===== src/rtl/fp_mul_round_normalize_if.sv =====
// Handshake and data bundle for the FP multiply back-end.
//   master : upstream/downstream side (drives operands and out_ready)
//   slave  : the back-end itself (drives in_ready, out_valid, result, flags)
// Signals:
//   in_valid/in_ready   operand handshake
//   sign_in             sign_a ^ sign_b
//   exp_sum             exp_a + exp_b - BIAS, signed two's complement
//   product             48-bit mantissa product, hidden bits included
//   spec_in             00 normal, 01 zero, 10 inf, 11 NaN
//   out_valid/out_ready result handshake
//   result              packed binary32
//   flags               {overflow, underflow, inexact}
interface fp_mul_round_normalize_if #(
  parameter int EXP_W = 10
);
  logic             in_valid;
  logic             in_ready;
  logic             sign_in;
  logic [EXP_W-1:0] exp_sum;
  logic [47:0]      product;
  logic [1:0]       spec_in;
  logic             out_valid;
  logic             out_ready;
  logic [31:0]      result;
  logic [2:0]       flags;

  modport master (
    output in_valid, sign_in, exp_sum, product, spec_in, out_ready,
    input  in_ready, out_valid, result, flags
  );

  modport slave (
    input  in_valid, sign_in, exp_sum, product, spec_in, out_ready,
    output in_ready, out_valid, result, flags
  );
endinterface


===== src/rtl/fp_mul_round_normalize.sv =====
// Back-end of the binary32 multiply path: normalises the 48-bit mantissa
// product, rounds to nearest-even, resolves overflow/underflow/specials and
// packs the result. Two register stages, valid/ready on both sides, one
// result per cycle when downstream is ready.
// Ports:
//   clk  rising-edge clock
//   rst  asynchronous active-high reset
//   bus  fp_mul_round_normalize_if.slave (operands in, result/flags out)
module fp_mul_round_normalize #(
  parameter int EXP_W = 10,
  parameter int BIAS  = 127
) (
  input  logic                      clk,
  input  logic                      rst,
  fp_mul_round_normalize_if.slave   bus
);

  localparam logic [EXP_W-1:0] E_MAX = EXP_W'(2*BIAS + 1);

  localparam logic [1:0] SPEC_NORM = 2'b00;
  localparam logic [1:0] SPEC_ZERO = 2'b01;
  localparam logic [1:0] SPEC_INF  = 2'b10;

  typedef struct packed {
    logic [22:0]      mant;
    logic             g;
    logic             s;
    logic [EXP_W-1:0] e;
    logic             sign;
    logic [1:0]       spec;
  } s1_t;

  s1_t         s1_d, s1_q;
  logic        s1_valid, s2_valid;
  logic        accept, s2_load;
  logic [31:0] res_d, res_q;
  logic [2:0]  flg_d, flg_q;

  // ---------------- handshake ----------------
  assign s2_load       = s1_valid & (~s2_valid | bus.out_ready);
  assign bus.in_ready  = ~s1_valid | s2_load;
  assign accept        = bus.in_valid & bus.in_ready;
  assign bus.out_valid = s2_valid;
  assign bus.result    = res_q;
  assign bus.flags     = flg_q;

  // ---------------- stage 1: normalise ----------------
  // Product of two [1,2) mantissas lies in [1,4): bit 47 set means the
  // leading one is one position higher, so shift right and bump exponent.
  always_comb begin
    s1_d      = '0;
    s1_d.sign = bus.sign_in;
    s1_d.spec = bus.spec_in;
    if (bus.product[47]) begin
      s1_d.mant = bus.product[46:24];
      s1_d.g    = bus.product[23];
      s1_d.s    = |bus.product[22:0];
      s1_d.e    = bus.exp_sum + EXP_W'(1);
    end else begin
      s1_d.mant = bus.product[45:23];
      s1_d.g    = bus.product[22];
      s1_d.s    = |bus.product[21:0];
      s1_d.e    = bus.exp_sum;
    end
  end

  always_ff @(posedge clk or posedge rst) begin
    if (rst) begin
      s1_valid <= 1'b0;
      s1_q     <= '0;
    end else begin
      if (accept) begin
        s1_valid <= 1'b1;
        s1_q     <= s1_d;
      end else if (s2_load) begin
        s1_valid <= 1'b0;
      end
    end
  end

  // ---------------- stage 2: round / pack ----------------
  logic             rup, inexact;
  logic [23:0]      m24;
  logic [EXP_W-1:0] e_rnd;
  logic [22:0]      frac;

  always_comb begin
    rup     = s1_q.g & (s1_q.s | s1_q.mant[0]);
    m24     = {1'b0, s1_q.mant} + {23'b0, rup};
    // Mantissa carry-out: 1.111..1 rounded up becomes 10.000..0.
    e_rnd   = s1_q.e + {{(EXP_W-1){1'b0}}, m24[23]};
    frac    = m24[23] ? 23'h0 : m24[22:0];
    inexact = s1_q.g | s1_q.s;
    res_d   = '0;
    flg_d   = '0;
    case (s1_q.spec)
      SPEC_NORM: begin
        // Exponent is signed; test the sign bit first so that negative
        // values never satisfy the unsigned overflow compare.
        if (!e_rnd[EXP_W-1] && (e_rnd >= E_MAX)) begin
          res_d = {s1_q.sign, 8'hFF, 23'h0};
          flg_d = 3'b101;
        end else if (e_rnd[EXP_W-1] || (e_rnd == '0)) begin
          res_d = {s1_q.sign, 31'h0};
          flg_d = 3'b011;
        end else begin
          res_d = {s1_q.sign, e_rnd[7:0], frac};
          flg_d = {2'b00, inexact};
        end
      end
      SPEC_ZERO: res_d = {s1_q.sign, 31'h0};
      SPEC_INF:  res_d = {s1_q.sign, 8'hFF, 23'h0};
      default:   res_d = 32'h7FC0_0000;
    endcase
  end

  always_ff @(posedge clk or posedge rst) begin
    if (rst) begin
      s2_valid <= 1'b0;
      res_q    <= '0;
      flg_q    <= '0;
    end else begin
      if (s2_load) begin
        s2_valid <= 1'b1;
        res_q    <= res_d;
        flg_q    <= flg_d;
      end else if (bus.out_ready) begin
        s2_valid <= 1'b0;
      end
    end
  end

endmodule


===== src/flat_wrapper.sv =====
// flat-port wrapper written by rule: the top's interface ports become plain ports
module fp_mul_round_normalize_flat 
#(
  parameter int EXP_W = 10,
  parameter int BIAS  = 127
)
  (clk, rst, bus_in_valid, bus_sign_in, bus_exp_sum, bus_product, bus_spec_in, bus_out_ready, bus_in_ready, bus_out_valid, bus_result, bus_flags);
  fp_mul_round_normalize_if #(.EXP_W(EXP_W)) bus_i ();
  input  logic clk;
  input  logic rst;
  input wire logic [$bits(bus_i.in_valid)-1:0] bus_in_valid;
  input wire logic [$bits(bus_i.sign_in)-1:0] bus_sign_in;
  input wire logic [$bits(bus_i.exp_sum)-1:0] bus_exp_sum;
  input wire logic [$bits(bus_i.product)-1:0] bus_product;
  input wire logic [$bits(bus_i.spec_in)-1:0] bus_spec_in;
  input wire logic [$bits(bus_i.out_ready)-1:0] bus_out_ready;
  output wire logic [$bits(bus_i.in_ready)-1:0] bus_in_ready;
  output wire logic [$bits(bus_i.out_valid)-1:0] bus_out_valid;
  output wire logic [$bits(bus_i.result)-1:0] bus_result;
  output wire logic [$bits(bus_i.flags)-1:0] bus_flags;
  assign bus_i.in_valid = bus_in_valid;
  assign bus_i.sign_in = bus_sign_in;
  assign bus_i.exp_sum = bus_exp_sum;
  assign bus_i.product = bus_product;
  assign bus_i.spec_in = bus_spec_in;
  assign bus_i.out_ready = bus_out_ready;
  assign bus_in_ready = bus_i.in_ready;
  assign bus_out_valid = bus_i.out_valid;
  assign bus_result = bus_i.result;
  assign bus_flags = bus_i.flags;
  fp_mul_round_normalize #(.EXP_W(EXP_W), .BIAS(BIAS)) u_core (.clk(clk), .rst(rst), .bus(bus_i));
endmodule

===== config.mk =====
export PLATFORM = sky130hd
export DESIGN_NAME = fp_mul_round_normalize_flat
export DESIGN_NICKNAME = d
export VERILOG_FILES = /design/src/rtl/fp_mul_round_normalize_if.sv /design/src/rtl/fp_mul_round_normalize.sv /design/src/flat_wrapper.sv
export SDC_FILE = /design/constraint.sdc
export NUM_CORES = 1
export LEC_CHECK = 0
export ABC_AREA = 1
export ABC_CLOCK_PERIOD_IN_PS = 6600
export CORE_UTILIZATION = 40
export DETAILED_ROUTE_END_ITERATION = 12
export PLACE_DENSITY = 0.67
export SYNTH_ARGS = -nofsm -noshare
export SYNTH_HDL_FRONTEND = slang
export SYNTH_SLANG_ARGS = --single-unit

===== constraint.sdc =====
create_clock -name clk -period 6.6 [get_ports clk]
set_clock_uncertainty 0.05 [all_clocks]
set_input_delay 0.99 -clock clk [delete_from_list [all_inputs] [get_ports clk]]
set_output_delay 0.99 -clock clk [all_outputs]
set_load 0.01 [all_outputs]

### Word-level counts from Yosys, hierarchy flattened

Cells that the tools add are included.

* register bits after elaboration: 75
* input bits: 65
* word-level logic and storage cells: 46

* add/sub/neg operators: 3
* magnitude comparators: 1
* equality and inequality tests: 2
* multiplexer cells: 12
* bitwise operators: 9
* reductions and logical operators: 9

Operators with widths (count)
* $pmux 32 s3: 1
* $mux 31: 2
* $mux 35: 1
* $add 23x1->24: 1
* $mux 23: 1
* $reduce_or 23->1: 1
* $reduce_or 22->1: 1
* $add 10x1->10: 1
* $add 10x1->10 const B: 1
* $ge 10x8->1 const B: 1
* $logic_not 10->1: 1
* $mux 3: 2
* $mux 1: 4
* $or 1x1->1: 4
* $reduce_bool 2->1: 2
* $and 1x1->1: 3
* $eq 2x1->1 const B: 1
* $eq 2x2->1 const B: 1
* $logic_not 2->1: 1
* $mux 2: 1
* $not 1->1: 2
* $logic_and 1x1->1: 1
* $logic_not 1->1: 1
* $logic_or 1x1->1: 1

### Depth between registers and ports, before layout

Gate-level depths: netlist of the first run.

* depth after elaboration: 9
* gate-level depth with buffers: 24
* gate-level depth less buffers: 24

### Worst setup path after synthesis of the first run

No wires, ideal clock.

* path kind: register to register
* start point: reg u_core.s1_q[15] in the netlist's numbering
* end point: reg u_core.res_q[4] (netlist: u_core.bus.result[4])
* setup time: 0.123 ns
* arrival time: 3.206 ns
* slack: 3.220 ns
* stages on the path, launching flop included: 22
* buffers on the path: 1
* clock period less this slack: 3.380 ns
* path through: dfrtp_1 -> nor2_1 -> nor2_1 -> ha_1 -> nand3_1 -> nor2_2 -> nand2_1 -> nor3_1 -> nand4_1 -> nor3_1 -> ha_1 -> ha_1 -> or2_2 -> nor2_1 -> nand2_1 -> nor2_1 -> nand4_4 -> nand2_1 -> inv_2 -> nand3_4 -> buf_12 -> o21ai_2

* cells in the longest elaborated chain, start to end: 9

Ends and longest elaborated chain
* from (decl): line fp_mul_round_normalize.sv:33 `s1_t s1_d, s1_q;`
* from (signal assigned): line fp_mul_round_normalize.sv:70 `s1_q <= '0;`
* from (signal assigned): line fp_mul_round_normalize.sv:74 `s1_q <= s1_d;`
* $or 1x1->1: line fp_mul_round_normalize.sv:88 `rup = s1_q.g & (s1_q.s | s1_q.mant[0]);`
* $and 1x1->1: line fp_mul_round_normalize.sv:88
* $add 23x1->24 *: line fp_mul_round_normalize.sv:89 `m24 = {1'b0, s1_q.mant} + {23'b0, rup};`
* parallel branches: the longest is 4 deep, another holds $add 10x1->10
* $mux 31 *: line fp_mul_round_normalize.sv:100 `if (!e_rnd[EXP_W-1] && (e_rnd >= E_MAX)) begin`
* $pmux 32 s3 *: line fp_mul_round_normalize.sv:96 `case (s1_q.spec)`
* to (signal assigned): line fp_mul_round_normalize.sv:125 `res_q <= res_d;`
* to (decl): line fp_mul_round_normalize.sv:36 `logic [31:0] res_d, res_q;`

Every way passes the cells marked *.
A chain may end at the register's enable or synchronous reset.

### Final worst setup path of the first run

* start point: reg u_core.s1_q[15] in the netlist's numbering
* end point: reg u_core.res_q[0] (netlist: u_core.bus.result[0])

Same word-level chain as after synthesis.

==> reports/results.ini, run 1 <==
[synthesis]
synth.avg_cell_area_sq_um=7.55
netlist_top_cells_count=180 x nand2_1, 75 x dfrtp_1, 72 x nor2_1
synthesis.area_sq_um=4300
synth_most_common_cell=nand2_1
synth_flop_cell=dfrtp_1
ys_seq_area_share_pct=43.7
synth_largest_area_cell=dfrtp_1
synth_cell_types=37
synth.area.top_cells=dfrtp_1 44%, nand2_1 16%, nor2_1 6.3%
yosys.area.top_type_share_pct=43.7
synth_edf_count=0
synthArstFlopShare_pct=100
ys_warn_count=0
synth_fp_nets=643
postSynthCellCount=569
ys_ff_latch=75

[sta]
timing.final.crit_share_pct=59.2
setup_viol=0
worstMarginPinSlew_ns=1.08
slew_viol_final=0
fin_ws_ns=2.70
fin_crit_ns=3.90
fin_tns_setup_ns=0
fmaxAchievable_ghz=0.256
rsz0062_at_grt=false
slew_headroom_pct=28.0
hold_viol_final=0

[global_route]
grt_overflow=0
antenna_found_initial=0
grt_pass1_vias=3800
grt_start_max_net_pins=76
grt_first_pass_wirelength_um=17800
grt_usage_pct=20.0

[setup_path]
slowest_stage=dfrtp_1
required_ns=6.78
cp-start-kind=flop
slowest_delay_ns=0.38
cp_top_family=simple AND/OR/NAND/NOR gates
cp-end-kind=flop
arrival_ns=4.09
rr_startpoint=u_core.s1_q[15]
cp_max_fo=19
cp-endpoint=u_core.bus.result[0]
crit_cells=22
r2r_slack_ns=2.70
r2r_cells=22
cp-startpoint=u_core.s1_q[15]
path_cells=nor2_1 > nor2_1 > ha_1 > nand3_1 > nor2_2 > nand2_1 > nor3_1 > nand4_1 > nor3_1 > ha_1 > ha_1 > or2_2 > nor2_1 > nand2_1 > nor2_1 > nand4_4 > nand2_1 > inv_2 > nand3_4 > inv_1 > nand2_1 > nand2_1
cpMostUsedCell=nand2_1
reg2reg_to=u_core.bus.result[0]
path_buf_inv=2
crit_type=reg -> reg

[detailed_routing]
post_drt_wl_per_cell_um=13.2
drt.antenna.violating_nets=0
drc=0
routed_wirelength_um=10600
routed_via_density=5.03
drt_iter0_markers=222
drt_first_pass_iters=4
vias=4045

[layout]
syn2layout_area_growth_pct=30.0
seq_area_sq_um=1880
fillerInstances=1030
diodes=0
drive_above_1_share_pct=6.89
multi_input_area_sq_um=2130
nNetsFinal=737

[clock_tree]
numCtsBuffers=9
postCtsSetupBuffers=0
cts_hold_repair.buffers=0
clock_latency_ns=0.35
htreeDepth=3
clk_transition_reported_paths_ns=0.08
cts.root.buffer_cell=clkbuf_8
tritoncts=done
clock_path_buffers=2
cts_resized=0
numClockSinks=75

[die]
die_x_um=106
dieArea_sq_um=11200
placementRows=37
start_util_pct=41.4
core_sq_um=10400
io_pins=102
die_y_um=106

[flow_run]
max_cap_violations=0

[placed_design]
place_ws_ns=2.69
post-dp-hpwl_um=8190
gp_congestion=0.882
portBuffers=101

[status]
status=finished clean

[power_and_ir_drop]
vdd_drop_max_uv=127
p_leak_nw=2.54
pwr_density_cell_nw_per_um2=258
power_mw=1.44

[min_path]
hp-class=reg -> reg

## placed cells by master (no fill, tap or decap), drive strengths merged
master,synthesis,routed
nand2,182,182
inv,47,49
o21ai,38,38
buf,8,2
o22ai,3,3
a31oi,25,25
xnor2,8,8
dfrtp,75,75
a2111oi,1,1
clkbuf,12,9
nand3,34,34
o31ai,2,2
bufinv,0,1
nor3,5,5
or2,2,2
xor2,12,12
nor4,6,6
ha,9,9
a21oi,13,13
nor2,77,77
nand4,9,9
clkdlybuf4s50,0,101
clkinv,1,5
## worst min path at each step
stage / cells past startpoint / slack (ns) / to / from
final: 2 / 0.44 / u_core.bus.result[14] / u_core.bus.result[14]
after global routing: 2 / 0.46 / u_core.bus.result[14] / u_core.bus.result[14]
after CTS: 2 / 0.44 / u_core.bus.result[18] / u_core.bus.result[18]
after detailed placement: 2 / 0.42 / u_core.bus.result[18] / u_core.bus.result[18]
after global placement: 2 / 0.42 / u_core.bus.flags[2] / u_core.bus.flags[2]
after floorplan: 2 / 0.40 / u_core.s1_q[2] / u_core.s1_q[2]
## kinds of logic (layout without fill, tap and decap cells)
family                     count (synthesis)  after routing  synth area share [%]
and+or+nand+nor                          315            315                  31.4
xor gates and xnor gates                  20             20                  4.08
AOI/OAI and AO/OA                         82             82                  11.4
buffers and inverters                     68            167                  6.75
adders and majority gates                  9              9                  2.62
DFF                                       75             75                  43.7
## stage by stage
stage	utilization [%]	area (sq um)	hold slack, ns	std cells
CTS	53.9	5590	0.441	804
floorplan	-	4300	0.399	569
detailed placement	51.9	5390	0.423	788
global route	53.9	5590	0.464	804
global placement	51.9	5390	0.416	788
finish	53.9	5590	0.437	804
## registers in the layout, summed over array words and instances, names as in the netlist
signal                count
u_core.bus.flags          3
u_core.s1_q              38
u_core.bus.result        32
u_core.s1_valid           1
u_core.bus.out_valid      1
## power breakdown
part / leakage (nW) / switching (mW) / internal [mW]
Combinational: 1.52 / 0.237 / 0.216
Sequential: 0.914 / 0.0831 / 0.548
Clock: 0.104 / 0.181 / 0.177
Total: 2.54 / 0.501 / 0.941
## final cells by class
class                           count  area share, %
Clock buffer                        9           2.22
Clock inverter                      7           1.34
Inverter                           48           3.27
Multi-Input combinational cell    426           38.1
Sequential cell                    75           33.6
Tap cell                          136           3.05
Timing Repair Buffer              103           18.4
## worst reg2reg max path, stage by stage (launching register included)
cell and delay (ns):
dfrtp_1 0.38, nor2_1 0.05, nor2_1 0.08, ha_1 0.17, nand3_1 0.13, nor2_2 0.17, nand2_1 0.13, nor3_1 0.34
nand4_1 0.13, nor3_1 0.19, ha_1 0.26, ha_1 0.29, or2_2 0.28, nor2_1 0.10, nand2_1 0.06, nor2_1 0.16
nand4_4 0.17, nand2_1 0.16, inv_2 0.08, nand3_4 0.21, inv_1 0.10, nand2_1 0.07, nand2_1 0.04
## layer usage
metal | up-vias | track usage [%] | wire length (um)
met5 | - | 0 | 0
met4 | 0 | 4.46 | 78
met3 | 6 | 3.77 | 599
met2 | 124 | 32.8 | 4840
met1 | 1875 | 27.4 | 5120
li1 | 2040 | - | -
Power figures use the tool's default switching activity.
==> run 2: changes to the inputs <==
--- a/config.mk
+++ b/config.mk
@@ -6,7 +6,7 @@
 export NUM_CORES = 1
 export LEC_CHECK = 0
 export ABC_AREA = 1
-export ABC_CLOCK_PERIOD_IN_PS = 6600
+export ABC_CLOCK_PERIOD_IN_PS = 3900
 export CORE_UTILIZATION = 40
 export DETAILED_ROUTE_END_ITERATION = 12
 export PLACE_DENSITY = 0.67
==> constraint.sdc (replaced) <==
create_clock -name clk -period 3.9 [get_ports clk]
set_clock_uncertainty 0.05 [all_clocks]
set_input_delay 0.585 -clock clk [delete_from_list [all_inputs] [get_ports clk]]
set_output_delay 0.585 -clock clk [all_outputs]
set_load 0.01 [all_outputs]
==> run 2 against run 1 <==
Against the previous run:
- sequential share of layout area fell by 0.45 points
- clock-buffer cell count rose by 3
- power rose by 65%
- global-route usage fell by 0.24 points
- via count fell by 0.91%
- final area rose by 1.4%
- utilization rose by 0.74 points
- worst setup slack got worse by 2.4 ns
- register-to-register slack got worse by 2.4 ns
- die area did not move
- largest cell class unchanged
==> reports/results.ini, run 2 (synthesized netlist as in run 1, its figures left out) <==
[setup_path]
crit_cells=21  ; -4.5%
cpMostUsedCell=nor2_1
r2r_cells=21  ; -4.5%
reg2reg_to=u_core.bus.result[10]
path_cells=nor2_1 > nor2_1 > ha_1 > nand3_1 > nor2_2 > nand2_1 > nor3_2 > nand4_1 > nor3_1 > ha_2 > ha_1 > or2_2 > nor2_1 > nand2_1 > nor2_1 > nand4_4 > nand2_2 > inv_2 > nand3_4 > buf_12 > o21ai_0
cp_top_family=simple AND/OR/NAND/NOR gates
r2r_slack_ns=0.34  ; -2.36 ns
slowest_delay_ns=0.37  ; about the same
cp_max_fo=10  ; -9
crit_type=reg -> reg
required_ns=4.08  ; -2.70 ns
cp-startpoint=u_core.s1_q[15]
cp-start-kind=flop
arrival_ns=3.75  ; -0.34 ns
cp-end-kind=flop
path_buf_inv=2  ; unchanged
cp-endpoint=u_core.bus.result[10]
rr_startpoint=u_core.s1_q[15]
slowest_stage=dfrtp_1

[global_route]
grt_usage_pct=19.8  ; -0.24 points
grt_pass1_vias=3801  ; +0.026%
grt_start_max_net_pins=76  ; unchanged
antenna_found_initial=0  ; unchanged
grt_first_pass_wirelength_um=17500  ; -1.6%
grt_overflow=0  ; unchanged

[placed_design]
post-dp-hpwl_um=8010  ; -2.1%
place_area_sq_um=5440  ; +1.0%
portBuffers=101  ; unchanged
gp_congestion=0.884  ; +0.29%

[clock_tree]
tritoncts=done
clock_path_buffers=2  ; unchanged
numCtsBuffers=9  ; unchanged
numClockSinks=75  ; unchanged
clk_transition_reported_paths_ns=0.07  ; about the same
cts.root.buffer_cell=clkbuf_8
clock_latency_ns=0.35  ; about the same
htreeDepth=3  ; unchanged

[sta]
fin_tns_setup_ns=0  ; unchanged
setup_viol=0  ; unchanged
rsz0062_at_grt=false
hold_viol_final=0  ; unchanged
slew_viol_final=0  ; unchanged
fin_crit_ns=3.56  ; -0.340 ns
worstMarginPinSlew_ns=0.584  ; -0.493 ns
slew_headroom_pct=61.1  ; +33 points
timing.final.crit_share_pct=91.4  ; +32 points
fmaxAchievable_ghz=0.281  ; +9.5%

[die]
core_sq_um=10400  ; unchanged
die_x_um=106  ; unchanged
dieArea_sq_um=11200  ; unchanged
die_y_um=106  ; unchanged
io_pins=102  ; unchanged
start_util_pct=41.4  ; unchanged
placementRows=37  ; unchanged

[detailed_routing]
routed_wirelength_um=10300  ; -2.8%
post_drt_wl_per_cell_um=12.8  ; -3.6%
routed_via_density=4.95  ; -1.6%
drc=0  ; unchanged
vias=4008  ; -0.91%
drt_first_pass_iters=5  ; +1
drt.antenna.violating_nets=0  ; unchanged
drt_iter0_markers=184  ; -17%

[layout]
final_common_cell=nand2_1
drive_above_1_share_pct=8.01  ; +1.1 points
syn2layout_area_growth_pct=31.7
multi_input_area_sq_um=2140  ; +0.47%
final_area_sq_um=5660  ; +1.4%
diodes=0  ; unchanged
largest_reg_flops=38  ; unchanged
largest_register=u_core.s1_q
fillerInstances=1005  ; -2.4%
final_cell_mix=179 x nand2_1, 101 x clkdlybuf4s50_1, 75 x dfrtp_1
nNetsFinal=745  ; +1.1%
seq_area_sq_um=1880  ; unchanged

[power_and_ir_drop]
p_leak_nw=2.57  ; +1.2%
switching_share_pct=34.1  ; -0.64 points
pwr_density_cell_nw_per_um2=420  ; +63%
power_switching_uw=811  ; +62%
power_frac_comb_pct=33.0  ; +1.6 points
p_clk_share_pct=22.4  ; -2.5 points
seqPwrFrac_pct=44.7  ; +1.0 points
intPower_mw=1.57  ; +66%
vdd_drop_max_uv=157  ; +23%

[status]
status=finished clean

[min_path]
hp-class=reg -> reg

[flow_run]
max_cap_violations=0  ; unchanged

-- run 2: changes by cell type in the layout (fill, tap and decap cells not counted), moves of 2 or more --
cell | previous run | this run
inv_6 | 2 | 0
buf_12 | 0 | 3
clkbuf_8 | 9 | 11
buf_4 | 2 | 7
clkinv_4 | 2 | 0
-- run 2: routing by layer --
layer	vias up	track usage, %	share of wire, %
met4	0	6.94	1.7
met2	112	30.0	44
met1	1827	27.9	48
li1	2054	-	-
met5	-	0	0
met3	15	4.14	6.1
-- run 2: cell type report --
type	count	area share, %
repair buffers	111	19.8
clock buffers	12	2.74
well taps	136	3.01
multi-input cells	426	37.8
flip-flops and latches	75	33.1
inverters	48	3.23
clock inverters	2	0.221
-- run 2: how the worst min path moves through the flow --
stage	start	slack, ns	depth (start not counted)	to
2_1_floorplan	u_core.s1_q[2]	0.40	2	u_core.s1_q[2]
3_3_place_gp	u_core.bus.flags[2]	0.41	2	u_core.bus.flags[2]
3_5_place_dp	u_core.bus.flags[2]	0.42	2	u_core.bus.flags[2]
4_1_cts	u_core.bus.flags[2]	0.44	2	u_core.bus.flags[2]
5_1_grt	u_core.bus.result[14]	0.47	2	u_core.bus.result[14]
6_report	u_core.bus.flags[2]	0.44	2	u_core.bus.flags[2]
-- run 2: power groups by stage --
stage               logic (mW)  clock network, mW  registers [mW]
floorplan                0.405                  0            1.08
global placement         0.768                  0            1.07
detailed placement       0.780                  0            1.08
CTS                      0.782              0.539            1.06
global route             0.877              0.570            1.09
finish                   0.784              0.532            1.06
-- run 2: worst min-delay path, stage by stage (launching register included) --
cell and delay, ns:
dfrtp_1 0.35, nand2_1 0.05, nand2_1 0.05
-- run 2: per-stage QoR --
stage          worst slack [ns]  cells  util, %  hold WS (ns)  total power, mW
3_5_place_dp              0.159    792     52.5         0.418             1.86
4_1_cts                   0.150    806     54.1         0.438             2.38
6_report                  0.335    810     54.6         0.435             2.38
5_1_grt                 0.00340    810     54.6         0.466             2.53
3_3_place_gp              0.290    792     52.5         0.415             1.84
2_1_floorplan             0.520    569        -         0.399             1.49
-- run 2: what timing repair did --
item / 4_1_cts / 5_1_grt
hold buffers: 0 / 0
endpoints found under the setup margin: 0 / 20
gates resized for setup: 0 / 3
setup buffers: 0 / 4
endpoints found under the hold margin: 0 / 0
==> run 3: changes to the inputs <==
--- a/config.mk
+++ b/config.mk
@@ -8,6 +8,7 @@
 export ABC_AREA = 1
 export ABC_CLOCK_PERIOD_IN_PS = 3900
 export CORE_UTILIZATION = 40
+export CTS_BUF_LIST = sky130_fd_sc_hd__clkbuf_16
 export DETAILED_ROUTE_END_ITERATION = 12
 export PLACE_DENSITY = 0.67
 export SYNTH_ARGS = -nofsm -noshare
==> run 3 against run 2 <==
Against the previous run:
- final area is 1.4% higher
- cell count stayed put
- worst setup slack better by 0.010 ns
- register-to-register slack hardly changed
- flip-flop and latch count stayed put
- non-clock buffer count stayed put
- clock-buffer cell count is 3 lower
- die area stayed put
- maximum frequency is 0.28% higher
- power is 7.7% higher
- sequential share of layout area is 0.47 points lower
- largest cell class unchanged
- largest power group unchanged
==> reports/results.ini, run 3 (synthesized netlist as in run 1, its figures left out) <==
[status]
status=finished clean

[setup_path]
rr_startpoint=u_core.s1_q[15]
arrival_ns=3.71  ; -0.04 ns
crit_type=reg -> reg
cp-end-kind=flop
required_ns=4.05  ; -0.03 ns
cp-start-kind=flop
reg2reg_to=u_core.bus.result[10]
r2r_cells=21  ; unchanged
cp_max_fo=10  ; unchanged
r2r_slack_ns=0.35  ; about the same

[global_route]
antenna_found_initial=0  ; unchanged
grt_overflow=0  ; unchanged
grt_usage_pct=19.8  ; about the same
grt_first_pass_wirelength_um=17600  ; +0.59%
grt_start_max_net_pins=76  ; unchanged
grt_pass1_vias=3827  ; +0.68%

[sta]
slew_viol_final=0  ; unchanged
hold_viol_final=0  ; unchanged
setup_viol=0  ; unchanged
fin_tns_setup_ns=0  ; unchanged
slew_headroom_pct=60.5  ; -0.55 points
rsz0062_at_grt=false
worstMarginPinSlew_ns=0.592  ; +0.00830 ns
fmaxAchievable_ghz=0.281  ; +0.28%
holdWs_ns=0.431  ; -0.00398 ns
timing.final.crit_share_pct=91.1  ; -0.26 points
fin_crit_ns=3.55  ; -0.00998 ns

[die]
io_pins=102  ; unchanged
dieArea_sq_um=11200  ; unchanged
placementRows=37  ; unchanged
start_util_pct=41.4  ; unchanged
core_sq_um=10400  ; unchanged
die_y_um=106  ; unchanged
die_x_um=106  ; unchanged

[clock_tree]
htreeDepth=3  ; unchanged
cts.root.buffer_cell=clkbuf_16
tritoncts=done
numCtsBuffers=9  ; unchanged
cts_hold_repair.buffers=0  ; unchanged
numClockSinks=75  ; unchanged
clk_transition_reported_paths_ns=0.06  ; about the same
clock_latency_ns=0.33  ; -0.02 ns
clock_path_buffers=2  ; unchanged

[placed_design]
post-dp-hpwl_um=8010  ; unchanged
portBuffers=101  ; unchanged
gp_congestion=0.884  ; unchanged

[detailed_routing]
routed_via_density=4.96  ; +0.25%
post_drt_wl_per_cell_um=12.9  ; +0.74%
drt_iter0_markers=197  ; +7.1%
vias=4018  ; +0.25%
drt.antenna.violating_nets=0  ; unchanged
drc=0  ; unchanged
routed_wirelength_um=10400  ; +0.74%
drt_first_pass_iters=4  ; -1

[layout]
nNetsFinal=745  ; unchanged
largest_reg_flops=38  ; unchanged
diodes=0  ; unchanged
syn2layout_area_growth_pct=33.6
largest_register=u_core.s1_q
fin_util_pct=55.4  ; +0.78 points
final_cell_mix=179 x nand2_1, 101 x clkdlybuf4s50_1, 75 x dfrtp_1
final_common_cell=nand2_1
drive_above_1_share_pct=7.72  ; -0.30 points

[min_path]
hold_end=u_core.bus.flags[2]
hp-class=reg -> reg
hold_depth=2  ; unchanged
hold_path_startpoint=u_core.bus.flags[2]

[power_and_ir_drop]
power_mw=2.56  ; +7.7%
vdd_drop_max_uv=204  ; +30%
pwr_density_cell_nw_per_um2=446  ; +6.2%
p_leak_nw=2.61  ; +1.5%

[flow_run]
max_cap_violations=0  ; unchanged

run 3: what timing repair did:
item	in CTS	in global routing
endpoints found under the hold margin	0	0
buffers inserted	0	4
resized for setup	0	3
setup endpoints to repair	0	20
run 3: through the flow:
step                cells  cell area [sq um]  worst slack [ns]
CTS                   806               5690             0.153
floorplan             569               4300             0.520
global route          810               5740           0.00544
global placement      792               5440             0.290
detailed placement    792               5440             0.159
finish                810               5740             0.345
run 3: how the worst max path moves through the flow:
stage,end,cells after the start,from,slack (ns)
final,u_core.bus.result[10],21,u_core.s1_q[15],0.35
after global routing,u_core.bus.result[10],21,u_core.s1_q[15],0.005
after CTS,u_core.bus.result[1],22,u_core.s1_q[15],0.15
after detailed placement,u_core.bus.result[0],22,u_core.s1_q[15],0.16
after global placement,u_core.bus.result[1],22,u_core.s1_q[15],0.29
after floorplan,u_core.bus.result[4],21,u_core.s1_q[15],0.52
run 3: metal layers:
layer  vias to the layer above  global-route usage [%]  share of wire (%)
met5                         -                       0                  0
met4                         0                    7.54                1.6
met3                        16                    3.34                4.5
met2                       107                    30.5                 44
met1                      1836                    27.7                 50
li1                       2059                       -                  -
run 3: layout make-up:
type / instances / area (sq um)
Fill cell: 996 / 4630
Multi-Input combinational cell: 426 / 2140
Sequential cell: 75 / 1880
Timing Repair Buffer: 111 / 1120
Clock buffer: 9 / 225
Inverter: 48 / 183
Tap cell: 136 / 170
Clock inverter: 5 / 23.8
run 3: power breakdown:
| group | total (mW) | internal (mW) | leakage, nW | switching (mW) |
|---|---|---|---|---|
| clock | 0.709 | 0.415 | 0.123 | 0.295 |
| sequential | 1.06 | 0.929 | 0.914 | 0.135 |
| combinational | 0.786 | 0.381 | 1.57 | 0.405 |
| total | 2.56 | 1.72 | 2.61 | 0.834 |
run 3: critical path, cell delays in order (launching register included):
cell and delay [ns]:
dfrtp_1 0.37, nor2_1 0.05, nor2_1 0.08, ha_1 0.17, nand3_1 0.13, nor2_2 0.16
nand2_1 0.14, nor3_2 0.17, nand4_1 0.10, nor3_1 0.19, ha_2 0.25, ha_1 0.26
or2_2 0.28, nor2_1 0.10, nand2_1 0.05, nor2_1 0.16, nand4_4 0.18, nand2_2 0.13
inv_2 0.07, nand3_4 0.11, buf_12 0.15, o21ai_0 0.08
